## config.mk

```make
export PLATFORM = sky130hd
export DESIGN_NAME = mem_access_unit
export DESIGN_NICKNAME = d
export VERILOG_FILES = /design/src/rtl/mem_access_unit.sv
export SDC_FILE = /design/constraint.sdc
export NUM_CORES = 1
export LEC_CHECK = 0
export ABC_AREA = 1
export CORE_ASPECT_RATIO = 0.8
export CORE_MARGIN = 2
export CORE_UTILIZATION = 48
export DETAILED_ROUTE_END_ITERATION = 6
export GPL_TIMING_DRIVEN = 1
export PLACE_DENSITY = 0.81
export SLEW_MARGIN = 20
export SYNTH_ARGS = -nofsm -noshare
export SYNTH_HDL_FRONTEND = slang
export SYNTH_SLANG_ARGS = --single-unit
```

## constraint.sdc

```tcl
create_clock -name clk_in -period 4.3 [get_ports clk_in]
set_input_delay 0.43 -clock clk_in [delete_from_list [all_inputs] [get_ports clk_in]]
set_output_delay 0.43 -clock clk_in [all_outputs]
set_load 0.05 [all_outputs]
```

## src/rtl/mem_access_unit.sv

```systemverilog
// MEM stage with a posted store buffer in front of the single-port memory controller.
// Define MEM_SB_FWD_EN to let loads take data straight from a matching buffered store.
module mem_access_unit #(
  parameter int SB_DEPTH = 4,
  parameter int ADDR_W   = 32
) (
  input  logic              clk_in,
  input  logic              rst_in,
  input  logic              rdy_in,
  input  logic              in_valid,
  input  logic [6:0]        ins_type,
  input  logic [2:0]        ins_details,
  input  logic [4:0]        rd_addr,
  input  logic [31:0]       rd_val,
  input  logic              forward,
  input  logic [ADDR_W-1:0] mem_addr,
  input  logic [31:0]       mem_val,
  output logic [1:0]        memctl_op,
  output logic [1:0]        memctl_len,
  output logic [ADDR_W-1:0] memctl_addr,
  output logic [31:0]       memctl_data,
  input  logic              memctl_fin,
  input  logic [31:0]       memctl_out,
  output logic              out_valid,
  output logic [4:0]        output_rd_addr,
  output logic [31:0]       output_rd_val,
  output logic [6:0]        output_ins_type,
  output logic              output_forward,
  output logic [4:0]        forward_rd_addr,
  output logic [31:0]       forward_rd_val,
  output logic              stall,
  output logic              sb_empty
);
  localparam logic [6:0] OP_LOAD  = 7'b0000011;
  localparam logic [6:0] OP_SAVE  = 7'b0100011;
  localparam logic [6:0] OP_ADDI  = 7'b0010011;
  localparam logic [1:0] MEM_NONE = 2'b00;
  localparam logic [1:0] MEM_LOAD = 2'b01;
  localparam logic [1:0] MEM_SAVE = 2'b10;
  localparam logic [1:0] MEM_BYTE = 2'b00;
  localparam logic [1:0] MEM_HALF = 2'b01;
  localparam logic [1:0] MEM_WORD = 2'b10;
  localparam int PW = $clog2(SB_DEPTH);
  localparam logic [PW:0] SB_FULL = (PW+1)'(SB_DEPTH);

  typedef enum logic [1:0] {IDLE, LD_BUSY, ST_BUSY} state_t;
  state_t state_reg;

  logic [ADDR_W-1:0] sb_addr_mem [SB_DEPTH];
  logic [31:0]       sb_data_mem [SB_DEPTH];
  logic [1:0]        sb_len_mem  [SB_DEPTH];
  logic [PW-1:0]     head_reg, tail_reg;
  logic [PW:0]       count_reg;

  function automatic logic [1:0] load_len(input logic [2:0] f3);
    case (f3)
      3'd0, 3'd4: load_len = MEM_BYTE;
      3'd1, 3'd5: load_len = MEM_HALF;
      default:    load_len = MEM_WORD;
    endcase
  endfunction

  function automatic logic [1:0] store_len(input logic [2:0] f3);
    case (f3)
      3'd0:    store_len = MEM_BYTE;
      3'd1:    store_len = MEM_HALF;
      default: store_len = MEM_WORD;
    endcase
  endfunction

  function automatic logic [31:0] extract(input logic [2:0] f3, input logic [31:0] d);
    case (f3)
      3'd0:    extract = {{24{d[7]}}, d[7:0]};
      3'd1:    extract = {{16{d[15]}}, d[15:0]};
      3'd4:    extract = {24'b0, d[7:0]};
      3'd5:    extract = {16'b0, d[15:0]};
      default: extract = d;
    endcase
  endfunction

  logic is_load, is_save, fin_eff, load_done, store_full, conflict, fwd_hit, load_pend;
  logic acc_nonmem, acc_load, enq, pop;
  logic [31:0] load_val;
  logic [SB_DEPTH-1:0] hit_vec;

  assign is_load    = in_valid && (ins_type == OP_LOAD);
  assign is_save    = in_valid && (ins_type == OP_SAVE);
  assign fin_eff    = rdy_in && memctl_fin;
  assign load_done  = (state_reg == LD_BUSY) && fin_eff;
  assign store_full = (count_reg == SB_FULL);
  assign sb_empty   = (count_reg == '0);

  // Word-granular conflict against every live entry, the in-flight head included.
  generate
    for (genvar gi = 0; gi < SB_DEPTH; gi++) begin : g_match
      localparam logic [PW-1:0] IDX = PW'(gi);
      logic [PW-1:0] age;
      assign age = IDX - head_reg;
      assign hit_vec[gi] = ({1'b0, age} < count_reg) &&
                           (sb_addr_mem[gi][ADDR_W-1:2] == mem_addr[ADDR_W-1:2]);
    end
  endgenerate
  assign conflict = |hit_vec;

`ifdef MEM_SB_FWD_EN
  logic [PW-1:0] yng_idx, yng_age, age_i;
  logic          yng_found;
  always_comb begin
    yng_found = 1'b0;
    yng_idx   = '0;
    yng_age   = '0;
    age_i     = '0;
    for (int i = 0; i < SB_DEPTH; i++) begin
      age_i = PW'(i) - head_reg;
      if (hit_vec[i] && (!yng_found || age_i > yng_age)) begin
        yng_found = 1'b1;
        yng_idx   = PW'(i);
        yng_age   = age_i;
      end
    end
  end
  assign fwd_hit  = is_load && (state_reg != LD_BUSY) && yng_found &&
                    (sb_addr_mem[yng_idx] == mem_addr) &&
                    (load_len(ins_details) <= sb_len_mem[yng_idx]);
  assign load_val = fwd_hit ? extract(ins_details, sb_data_mem[yng_idx])
                            : extract(ins_details, memctl_out);
`else
  assign fwd_hit  = 1'b0;
  assign load_val = extract(ins_details, memctl_out);
`endif

  assign load_pend  = is_load && !fwd_hit;
  assign stall      = (is_save && store_full) || (load_pend && !load_done);
  assign acc_nonmem = rdy_in && in_valid && !is_load && !is_save;
  assign enq        = rdy_in && is_save && !store_full;
  assign acc_load   = rdy_in && is_load && (load_done || fwd_hit);
  assign pop        = (state_reg == ST_BUSY) && fin_eff;

  always_ff @(posedge clk_in) begin
    if (enq) begin
      sb_addr_mem[tail_reg] <= mem_addr;
      sb_data_mem[tail_reg] <= mem_val;
      sb_len_mem[tail_reg]  <= store_len(ins_details);
    end
  end

  always_ff @(posedge clk_in or posedge rst_in) begin
    if (rst_in) begin
      state_reg       <= IDLE;
      head_reg        <= '0;
      tail_reg        <= '0;
      count_reg       <= '0;
      memctl_op       <= MEM_NONE;
      memctl_len      <= MEM_BYTE;
      memctl_addr     <= '0;
      memctl_data     <= '0;
      out_valid       <= 1'b0;
      output_rd_addr  <= '0;
      output_rd_val   <= '0;
      output_ins_type <= OP_ADDI;
      output_forward  <= 1'b0;
      forward_rd_addr <= '0;
      forward_rd_val  <= '0;
    end else if (rdy_in) begin
      out_valid      <= 1'b0;
      output_forward <= 1'b0;
      if (acc_nonmem) begin
        out_valid       <= 1'b1;
        output_rd_addr  <= rd_addr;
        output_rd_val   <= rd_val;
        output_ins_type <= ins_type;
        output_forward  <= forward;
        forward_rd_addr <= rd_addr;
        forward_rd_val  <= rd_val;
      end else if (enq) begin
        out_valid       <= 1'b1;
        output_rd_addr  <= '0;
        output_rd_val   <= '0;
        output_ins_type <= ins_type;
        forward_rd_addr <= '0;
        forward_rd_val  <= '0;
      end else if (acc_load) begin
        out_valid       <= 1'b1;
        output_rd_addr  <= rd_addr;
        output_rd_val   <= load_val;
        output_ins_type <= ins_type;
        output_forward  <= 1'b1;
        forward_rd_addr <= rd_addr;
        forward_rd_val  <= load_val;
      end

      if (enq) tail_reg <= tail_reg + 1'b1;
      if (pop) head_reg <= head_reg + 1'b1;
      if (enq && !pop)      count_reg <= count_reg + 1'b1;
      else if (pop && !enq) count_reg <= count_reg - 1'b1;

      // A non-conflicting load jumps ahead of the background drain.
      case (state_reg)
        IDLE: begin
          if (load_pend && !conflict) begin
            state_reg   <= LD_BUSY;
            memctl_op   <= MEM_LOAD;
            memctl_len  <= load_len(ins_details);
            memctl_addr <= mem_addr;
            memctl_data <= '0;
          end else if (count_reg != '0) begin
            state_reg   <= ST_BUSY;
            memctl_op   <= MEM_SAVE;
            memctl_len  <= sb_len_mem[head_reg];
            memctl_addr <= sb_addr_mem[head_reg];
            memctl_data <= sb_data_mem[head_reg];
          end
        end
        LD_BUSY, ST_BUSY: begin
          if (fin_eff) begin
            state_reg <= IDLE;
            memctl_op <= MEM_NONE;
          end
        end
        default: state_reg <= IDLE;
      endcase
    end
  end
endmodule

```

==> out/qor.txt, run 1 <==
CTS tree = yes
CP max-delay cell = dfrtp_4
CP endpoint kind = register
origin of the critical flop-to-flop path = head_reg[1]$_DFFE_PP0P_
Critical Path Start Type = register
Num CTS Buffers = 40
RR Endpoint = memctl_addr[7]$_DFFE_PP0P_
final setup fails = 0
Final Skew = 38.73 ps
worst r2r path cells = 16
GR Overflow Total = 0
setup TNS = 0 ps
final worst setup slack = 779.0 ps
Fill cells = 2819
Tmin final = 3521 ps
vias in the first global route = 13330
Gate Count Post-Synth = 1727
worst setup slack after placement = 854.8 ps
CP max stage delay = 680 ps
RSZ-0062 raised after global routing = false
Max IR drop VDD = 0.0003686 V
most frequent cell after synthesis = nand2_1
# clock sinks = 387
Syn Area/Cell = 10.21 sq um
Hold Buf Count CTS = 0
most frequent CP cell = nand2_1
Worst-path clk slew = 60 ps
Slew Viols, Final = 0
htree depth = 2
FF+latch count, synth = 387
Via Count = 14000
status = finished, final reports clean
FFs w/ async S/R, synth = 31.78%
DRC Markers = 0
Main synth FF type = edfxtp_1
final hold vios = 0
Die W = 218.3 um
crit-path max FO = 34
Power Density = 599.5 nW/um^2
Routed Antenna Nets = 0
initial antenna violation count = 3
synth-to-layout area growth = 25.47%
Layout Utilization = 61.32%
I/O pin count = 302
CP cell instances = nor2_4 -> inv_1 -> nand2_1 -> inv_1 -> ha_1 -> a21boi_0 -> o21ai_0 -> nand4_1 -> nor2_1 -> nor2_1 -> nand2_2 -> nand2_1 -> nand2_4 -> inv_2 -> nand2_1 -> nand2_1
worst skew pair latency = 560 ps
Seq/Total Area, Yosys = 62.45%
Die Y = 175.4 um
die footprint = 38290 sq um
Cells after DPL = 2398
post-CTS sizing = 0
Layout Cells excl Fill = 2475
Synth top cells by count = nand2_1, edfxtp_1, nand3_1
Post-CTS Setup Bufs = 0
Slew headroom = 35.88%
top flop regs = sb_addr_mem: 128 flops, sb_data_mem: 128 flops
share of cells above drive strength 1 = 5.572%
starting density of the core = 48.87%
synth top area cells = edfxtp_1, dfrtp_1, nand2_1
DR pass1 iterations = 6
HP Class = in -> async
total wire length = 51630 um
Post-DP HPWL = 33410 um
Post-Syn Area = 17630 sq um
kind of critical path = reg -> reg
initial drt markers = 1534
Root Driver = clkbuf_16
Routability Congestion = 0.9529
syn_nets = 1889
worst slew pin tran = 961.8 ps
total chip power = 0.01326 W
largest area contributor in the netlist = edfxtp_1
Setup crit start = head_reg[1]$_DFFE_PP0P_
WL/cell = 20.86 um
number of max-cap violations = 0
via/cell ratio = 5.655
Critical Path RT = 4740 ps
Netlist cell types = 41
fin crit share = 81.88%
R2R Setup Slk = 780 ps
number of flops mapped to enable cells by yosys = 264
Fmax = 284.0 MHz
first-pass GRT wire length = 77850 um
Worst Path Arrival = 3960 ps
P_leak = 8.794 nW
Cell Rows = 62
IO Port Bufs = 301
top cell type's share of synthesized area = 44.97%
CORE AREA = 36070 sq um
YS warnings = 0
nets = 2122
gr usage total = 26.66%
Max Root-Sink Buffers = 3
pin count of the biggest net entering global routing = 102
critical path: cells and delay by family, from the launching register on:
family,cells,cell delay [ps]
AND/OR/NAND/NOR,10,1310
flip-flops,1,680
adder cells (fa/ha/maj),1,230
AO/OA/AOI/OAI,2,300
buffers and inverters,3,840
per-stage QoR:
stage               area, sq um  hold slack, ps
floorplan                 17630           467.0
global placement          20790           459.3
detailed placement        20790           460.8
CTS                       22110           434.2
global route              22110           464.0
finish                    22120           427.4
metal layers:
metal / wire length, um / vias up / global-route usage [%]
met1: 20700 / 6779 / 35.78
li1: - / 6349 / -
met3: 5229 / 102 / 6.753
met5: 14 / - / 0
met4: 1516 / 2 / 8.588
met2: 24170 / 765 / 42.63
cells by family (layout without fill, tap and decap cells):
kind of cell | count (synthesis) | after routing | synth area share, %
simple gates | 731 | 731 | 17.17
flops | 387 | 387 | 62.45
compound gates | 287 | 287 | 9.588
buf+inv | 242 | 507 | 6.501
xor+xnor | 67 | 67 | 3.329
fa+ha+maj | 13 | 13 | 0.9652
other cells | 0 | 3 | 0
final cells by class:
cell class,instances,area (sq um),area share (%)
antenna,3,7.507,0.03394
clock buffer,50,1049,4.740
sequential,387,11010,49.79
timing repair buffer,320,3231,14.60
clock inverter,24,272.8,1.233
multi-input combinational,1098,5517,24.94
tap,480,600.6,2.715
inverter,113,429.2,1.940
placed cells by master (no fill, tap or decap), types with 12 or more instances in the layout:
cell / Yosys / layout
nand2_1: 436 / 436
clkdlybuf4s50_1: 0 / 301
inv_1: 99 / 98
a31oi_1: 16 / 16
dfrtp_1: 120 / 118
a21oi_1: 44 / 44
buf_4: 46 / 13
xor2_1: 55 / 55
edfxtp_1: 264 / 264
nor2_1: 104 / 99
clkbuf_16: 0 / 40
o211ai_1: 22 / 22
ha_1: 12 / 12
a22oi_1: 49 / 49
inv_2: 13 / 13
nand3_1: 166 / 166
xnor2_1: 12 / 12
o21ai_0: 131 / 131
how the worst max path moves through the flow:
stage,cells past startpoint,slack [ps],end
final,16,780,memctl_addr[7]$_DFFE_PP0P_
after global routing,16,440,memctl_addr[11]$_DFFE_PP0P_
after floorplan,7,-320,sb_addr_mem[0][0]$_DFFE_PP_
after global placement,8,870,sb_addr_mem[3][11]$_DFFE_PP_
after detailed placement,8,850,sb_addr_mem[0][3]$_DFFE_PP_
after CTS,16,830,memctl_addr[15]$_DFFE_PP0P_
where the power goes:
group | internal, W | switching [W]
Combinational | 0.00158 | 0.00349
Clock | 0.00200 | 0.00148
Sequential | 0.00438 | 0.000329
Total | 0.00796 | 0.00530
Note: power is estimated with default switching activity, not from simulation.
==> inputs of run 2 (changes only) <==
CORE_UTILIZATION = 53   (was 48)
PLACE_DENSITY = 0.85   (was 0.81)
clock period = 3.51 ns   (was 4.3 ns; I/O delays follow)
==> run 2 against run 1 <==
Effect of this change:
- hold slack got worse by 85 ps
- routed wire length is 1.2% lower
- sequential cell count stayed put
- combinational power rose by 24%
- sequential power up 22%
- critical path type unchanged
- largest power group unchanged
- non-clock buffer count grew 13
- highest routed layer unchanged
- worst setup slack got worse by 230 ps
- design area is essentially flat
- clock skew decreased by 20 ps
- cell count fell by 1.8%
- largest cell class unchanged
- first-iteration DRC count rose by 8.6%
==> out/qor.txt, run 2 (synthesis gave the netlist of run 1 again) <==
status = finished, final reports clean (unchanged)
Max IR drop VDD = 0.0006150 V (was 0.0003686 V)
CP Depth = 16 (unchanged)
CP max-delay cell = dfrtp_4 (unchanged)
via/cell ratio = 5.744 (was 5.655)
crit path buf inv count = 3 (unchanged)
most frequent cells in the layout = nand2_1, clkdlybuf4s50_1, edfxtp_1 (unchanged)
Clock power frac = 25.1% (was 26.3%)
CP endpoint kind = register (unchanged)
Seq pwr share = 35.7% (was 35.5%)
RSZ-0062 raised after global routing = false (unchanged)
crit-path max FO = 34 (unchanged)
kind of critical path = reg -> reg (unchanged)
Logic pwr share = 39.1% (was 38.2%)
fin crit share = 84.40% (was 81.88%)
worst slew pin tran = 886.7 ps (was 961.8 ps)
final worst setup slack = 547.5 ps (was 779.0 ps)
Root Driver = clkbuf_16 (unchanged)
Post-DP HPWL = 33540 um (was 33410 um)
share of cells above drive strength 1 = 5.744% (was 5.572%)
gr usage total = 29.11% (was 26.66%)
vias in the first global route = 13880 (was 13330)
Fmax = 337.6 MHz (was 284.0 MHz)
Critical Path RT = 3990 ps (was 4740 ps)
Post-CTS Setup Bufs = 0 (unchanged)
Die W = 207.9 um (was 218.3 um)
Cell Rows = 59 (was 62)
Fin Hold WS = 342.0 ps (was 427.4 ps)
total wire length = 51030 um (was 51630 um)
Hold Buf Count CTS = 0 (unchanged)
CP cell instances = nor2_4 -> inv_1 -> nand2_1 -> inv_1 -> ha_1 -> a21boi_0 -> o21ai_0 -> nand4_1 -> nor2_1 -> nor2_1 -> nand2_2 -> nand2_1 -> nand2_4 -> inv_2 -> nand2_1 -> nand2_1 (unchanged)
worst skew pair latency = 550 ps (was 560 ps)
Routability Congestion = 0.9616 (was 0.9529)
Layout Cells excl Fill = 2431 (was 2475)
Num CTS Buffers = 39 (was 40)
Power Density = 727.2 nW/um^2 (was 599.5 nW/um^2)
Via Count = 13960 (was 14000)
Routed Antenna Nets = 0 (unchanged)
worst setup slack after placement = 436.2 ps (was 854.8 ps)
# clock sinks = 387 (unchanged)
I/O pin count = 302 (unchanged)
number of max-cap violations = 0 (unchanged)
nets = 2134 (was 2122)
Max Root-Sink Buffers = 3 (unchanged)
CP max stage delay = 570 ps (was 680 ps)
IO Port Bufs = 301 (unchanged)
Switching Share = 40.21% (was 39.99%)
setup TNS = 0 ps (unchanged)
CORE AREA = 32630 sq um (was 36070 sq um)
WL/cell = 20.99 um (was 20.86 um)
final hold vios = 0 (unchanged)
Slew headroom = 40.77% (was 35.88%)
starting density of the core = 54.03% (was 48.87%)
initial antenna violation count = 3 (unchanged)
Die Y = 167.1 um (was 175.4 um)
top flop regs = sb_addr_mem: 128 flops, sb_data_mem: 128 flops (unchanged)
Tmin final = 2963 ps (was 3521 ps)
P_leak = 8.822 nW (was 8.794 nW)
Final Skew = 18.31 ps (was 38.73 ps)
DR pass1 iterations = 5 (was 6)
commonest non-fill, non-tap cell in the layout = nand2_1 (unchanged)
Worst path top cell family by delay = simple AND/OR/NAND/NOR gates (unchanged)
GR Overflow Total = 0 (unchanged)
Slew Viols, Final = 0 (unchanged)
Worst-path clk slew = 60 ps (about the same)
Cells after DPL = 2358 (was 2398)
worst r2r path cells = 16 (unchanged)
htree depth = 2 (unchanged)
HP Class = in -> async (unchanged)
CTS tree = yes (unchanged)
first-pass GRT wire length = 78400 um (was 77850 um)
Layout Utilization = 67.80% (was 61.32%)
DRC Markers = 0 (unchanged)
die footprint = 34750 sq um (was 38290 sq um)
Worst Path Arrival = 3440 ps (was 3960 ps)
pin count of the biggest net entering global routing = 67 (was 102)
internal cell power = 0.009618 W (was 0.007958 W)
most frequent CP cell = nand2_1 (unchanged)
post-CTS sizing = 0 (unchanged)
final setup fails = 0 (unchanged)
synth-to-layout area growth = 25.48% (was 25.47%)
net switching power figure = 0.006469 W (was 0.005304 W)
initial drt markers = 1666 (was 1534)
Critical Path Start Type = register (unchanged)
run 2: final timing paths:
check                                           startpoint                              to  slack [ps]
worst max-delay path               head_reg[1]$_DFFE_PP0P_     memctl_addr[16]$_DFFE_PP0P_         550
worst min-delay path                                rst_in  output_ins_type[6]$_DFFE_PP0P_         340
worst max register to register     head_reg[1]$_DFFE_PP0P_     memctl_addr[16]$_DFFE_PP0P_         550
worst min register to register  memctl_addr[4]$_DFFE_PP0P_      memctl_addr[4]$_DFFE_PP0P_         480
max in group asynchronous                           rst_in     memctl_data[30]$_DFFE_PP0P_        2480
min in group clk_in                             rd_val[14]  forward_rd_val[14]$_DFFE_PP0P_         380
run 2: layout make-up:
class	count	area, sq um
inverter	113	427.9
fill	2377	10510
clock buffer	56	1060
clock inverter	15	160.2
multi-input combinational	1098	5517
timing repair buffer	333	3403
tap	427	534.3
sequential	387	11010
antenna	2	5.005
run 2: power groups by stage:
stage                     sequential [W]  clock, W  combinational [W]
after floorplan                  0.00721         0            0.00265
after global placement           0.00581         0            0.00612
after detailed placement         0.00583         0            0.00624
after CTS                        0.00575   0.00410            0.00628
after global routing             0.00580   0.00429            0.00673
final                            0.00575   0.00404            0.00630
run 2: stage by stage:
stage	power [W]	area [sq um]
floorplan	0.009860	17630
global placement	0.01192	20900
detailed placement	0.01206	20900
CTS	0.01613	22120
global route	0.01682	22120
finish	0.01609	22120
run 2: per-layer routing:
layer  vias up  routed length (um)  global-route usage, %
li1       6367                   -                      -
met1      6646               20400                  39.42
met2       836               24040                  47.15
met3       112                5266                  6.395
met4         2                1311                  9.652
met5         -                  13                      0
==> inputs of run 3 (changes only) <==
clock period = 3.1 ns   (was 3.51 ns; I/O delays follow)
==> run 3 against run 2 <==
Effect of this change:
- sequential cell count did not move
- critical path depth fell by 1
- core utilization rose by 0.43 points
- worst setup slack got worse by 360 ps
- clock power rose by 16%
- clock-buffer cell count fell by 5
- cell count rose by 0.66%
- design area rose by 0.63%
- clock skew barely moved
- hold slack got worse by 140 ps
- critical path type unchanged
==> out/qor.txt, run 3 (synthesis gave the netlist of run 1 again) <==
Critical Path RT = 3550 ps (was 3990 ps)
Root Driver = clkbuf_16 (unchanged)
Cell Rows = 59 (unchanged)
worst r2r path cells = 15 (was 16)
most frequent cells in the layout = nand2_1, clkdlybuf4s50_1, edfxtp_1 (unchanged)
placed cell areas = 20990 sq um (was 20900 sq um)
CP endpoint kind = register (unchanged)
CTS tree = yes (unchanged)
status = finished, final reports clean (unchanged)
R2R Setup Slk = 190 ps (was 550 ps)
GR Overflow Total = 0 (unchanged)
Slew headroom = 48.34% (was 40.77%)
Worst path top cell family by delay = buffers and inverters (was simple AND/OR/NAND/NOR gates)
via/cell ratio = 5.785 (was 5.744)
number of max-cap violations = 0 (unchanged)
DRC Markers = 0 (unchanged)
Power Density = 825.9 nW/um^2 (was 727.2 nW/um^2)
final setup fails = 0 (unchanged)
origin of the critical flop-to-flop path = head_reg[0]$_DFFE_PP0P_ (was head_reg[1]$_DFFE_PP0P_)
CP max-delay cell = dfrtp_2 (was dfrtp_4)
crit-path max FO = 53 (was 34)
setup TNS = 0 ps (unchanged)
pin count of the biggest net entering global routing = 73 (was 67)
synth-to-layout area growth = 26.27% (was 25.48%)
share of cells above drive strength 1 = 6.991% (was 5.744%)
HP Class = in -> async (unchanged)
Worst-path clk slew = 60 ps (about the same)
kind of critical path = reg -> reg (unchanged)
Routed Antenna Nets = 0 (unchanged)
Post-CTS Setup Bufs = 0 (unchanged)
Critical Path Start Type = register (unchanged)
Num CTS Buffers = 39 (unchanged)
Die W = 207.9 um (unchanged)
RR Endpoint = memctl_data[14]$_DFFE_PP0P_ (was memctl_addr[16]$_DFFE_PP0P_)
WL/cell = 21.32 um (was 20.99 um)
nets = 2148 (was 2134)
Fill cells = 2367 (was 2377)
Final Skew = 18.61 ps (was 18.31 ps)
Slew Viols, Final = 0 (unchanged)
total wire length = 52160 um (was 51030 um)
worst slew pin tran = 774.9 ps (was 886.7 ps)
fin crit share = 93.82% (was 84.40%)
Post-DP HPWL = 34100 um (was 33540 um)
CP cell instances = inv_2 -> nor2_4 -> inv_1 -> nand2_1 -> ha_1 -> a21boi_0 -> o21ai_0 -> nand3_1 -> nor2_1 -> nor2_1 -> nand2_2 -> buf_12 -> buf_4 -> nand2_1 -> o21ai_0 (was nor2_4 -> inv_1 -> nand2_1 -> inv_1 -> ha_1 -> a21boi_0 -> o21ai_0 -> nand4_1 -> nor2_1 -> nor2_1 -> nand2_2 -> nand2_1 -> nand2_4 -> inv_2 -> nand2_1 -> nand2_1)
initial antenna violation count = 5 (was 3)
top flop regs = sb_addr_mem: 128 flops, sb_data_mem: 128 flops (unchanged)
Final Cell Area = 22260 sq um (was 22120 sq um)
htree depth = 2 (unchanged)
Worst Path Arrival = 3360 ps (was 3440 ps)
RSZ-0062 raised after global routing = false (unchanged)
P_leak = 8.929 nW (was 8.822 nW)
worst skew pair latency = 560 ps (was 550 ps)
starting density of the core = 54.03% (unchanged)
DR pass1 iterations = 5 (unchanged)
CP max stage delay = 450 ps (was 570 ps)
Die Y = 167.1 um (unchanged)
Routability Congestion = 0.9552 (was 0.9616)
Max IR drop VDD = 0.0007794 V (was 0.0006150 V)
Fmax = 343.8 MHz (was 337.6 MHz)
commonest non-fill, non-tap cell in the layout = nand2_1 (unchanged)
gr usage total = 29.64% (was 29.11%)
final hold vios = 0 (unchanged)
crit path buf inv count = 4 (was 3)
IO Port Bufs = 301 (unchanged)
I/O pin count = 302 (unchanged)
die footprint = 34750 sq um (unchanged)
CORE AREA = 32630 sq um (unchanged)
# clock sinks = 387 (unchanged)
first-pass GRT wire length = 79940 um (was 78400 um)
vias in the first global route = 14050 (was 13880)
Via Count = 14160 (was 13960)
initial drt markers = 1575 (was 1666)
Tmin final = 2909 ps (was 2963 ps)
Max Root-Sink Buffers = 3 (unchanged)
==> run 3: cell types whose count changed in the layout (fill, tap and decap cells not counted), sizes merged <==
cell,change
clkdlybuf4s50,-1
clkinvlp,-1
clkbuf,-5
diode,+1
buf,+15
clkinv,+7
==> run 3: worst max-delay path by stage <==
stage                             from                      endpoint  depth (start not counted)
2_1_floorplan              ins_type[6]   sb_addr_mem[0][0]$_DFFE_PP_                          7
3_3_place_gp                  in_valid  sb_data_mem[2][13]$_DFFE_PP_                          9
3_5_place_dp               mem_addr[9]      state_reg[0]$_DFFE_PP0P_                         13
4_1_cts        head_reg[0]$_DFFE_PP0P_   memctl_addr[23]$_DFFE_PP0P_                         16
5_1_grt        head_reg[0]$_DFFE_PP0P_   memctl_data[18]$_DFFE_PP0P_                         15
6_report       head_reg[0]$_DFFE_PP0P_   memctl_data[14]$_DFFE_PP0P_                         15
==> run 3: routing by layer <==
layer | GRT usage, % | up-vias | part of all wire (%)
met5 | 0 | - | 0.059
met3 | 7.427 | 100 | 10
li1 | - | 6390 | -
met1 | 39.67 | 6856 | 40
met4 | 10.05 | 4 | 2.8
met2 | 47.68 | 807 | 47
==> run 3: power by group <==
group	internal, W	switching, W
sequential	0.00608	0.000403
combinational	0.00228	0.00494
clock	0.00264	0.00205
==> run 3: layout make-up <==
cell class / count / area, sq um / share of cell area, %
Timing Repair Buffer: 347 / 3497 / 15.71
Sequential cell: 387 / 11010 / 49.48
Clock inverter: 21 / 190.2 / 0.8543
Inverter: 113 / 430.4 / 1.933
Clock buffer: 51 / 1071 / 4.811
Antenna cell: 3 / 7.507 / 0.03372
Tap cell: 427 / 534.3 / 2.400
Multi-Input combinational cell: 1098 / 5517 / 24.78
==> run 3: metrics by stage <==
step | instances | setup WS [ps] | power [W] | util, % | hold slack (ps)
CTS | 2444 | 192.3 | 0.01840 | 68.18 | 219.5
finish | 2447 | 191.5 | 0.01839 | 68.23 | 199.1
floorplan | 1727 | -348.5 | 0.01116 | - | 401.1
global route | 2446 | 0.1514 | 0.01918 | 68.22 | 259.0
detailed placement | 2372 | 134.5 | 0.01370 | 64.32 | 465.0
global placement | 2372 | 194.7 | 0.01353 | 64.32 | 457.8
==> run 3: timing repair <==
action / in CTS / in global routing
hold endpoints to repair: 0 / 0
gates resized for setup: 0 / 3
endpoints found under the setup margin: 0 / 21
hold buffers: 0 / 0
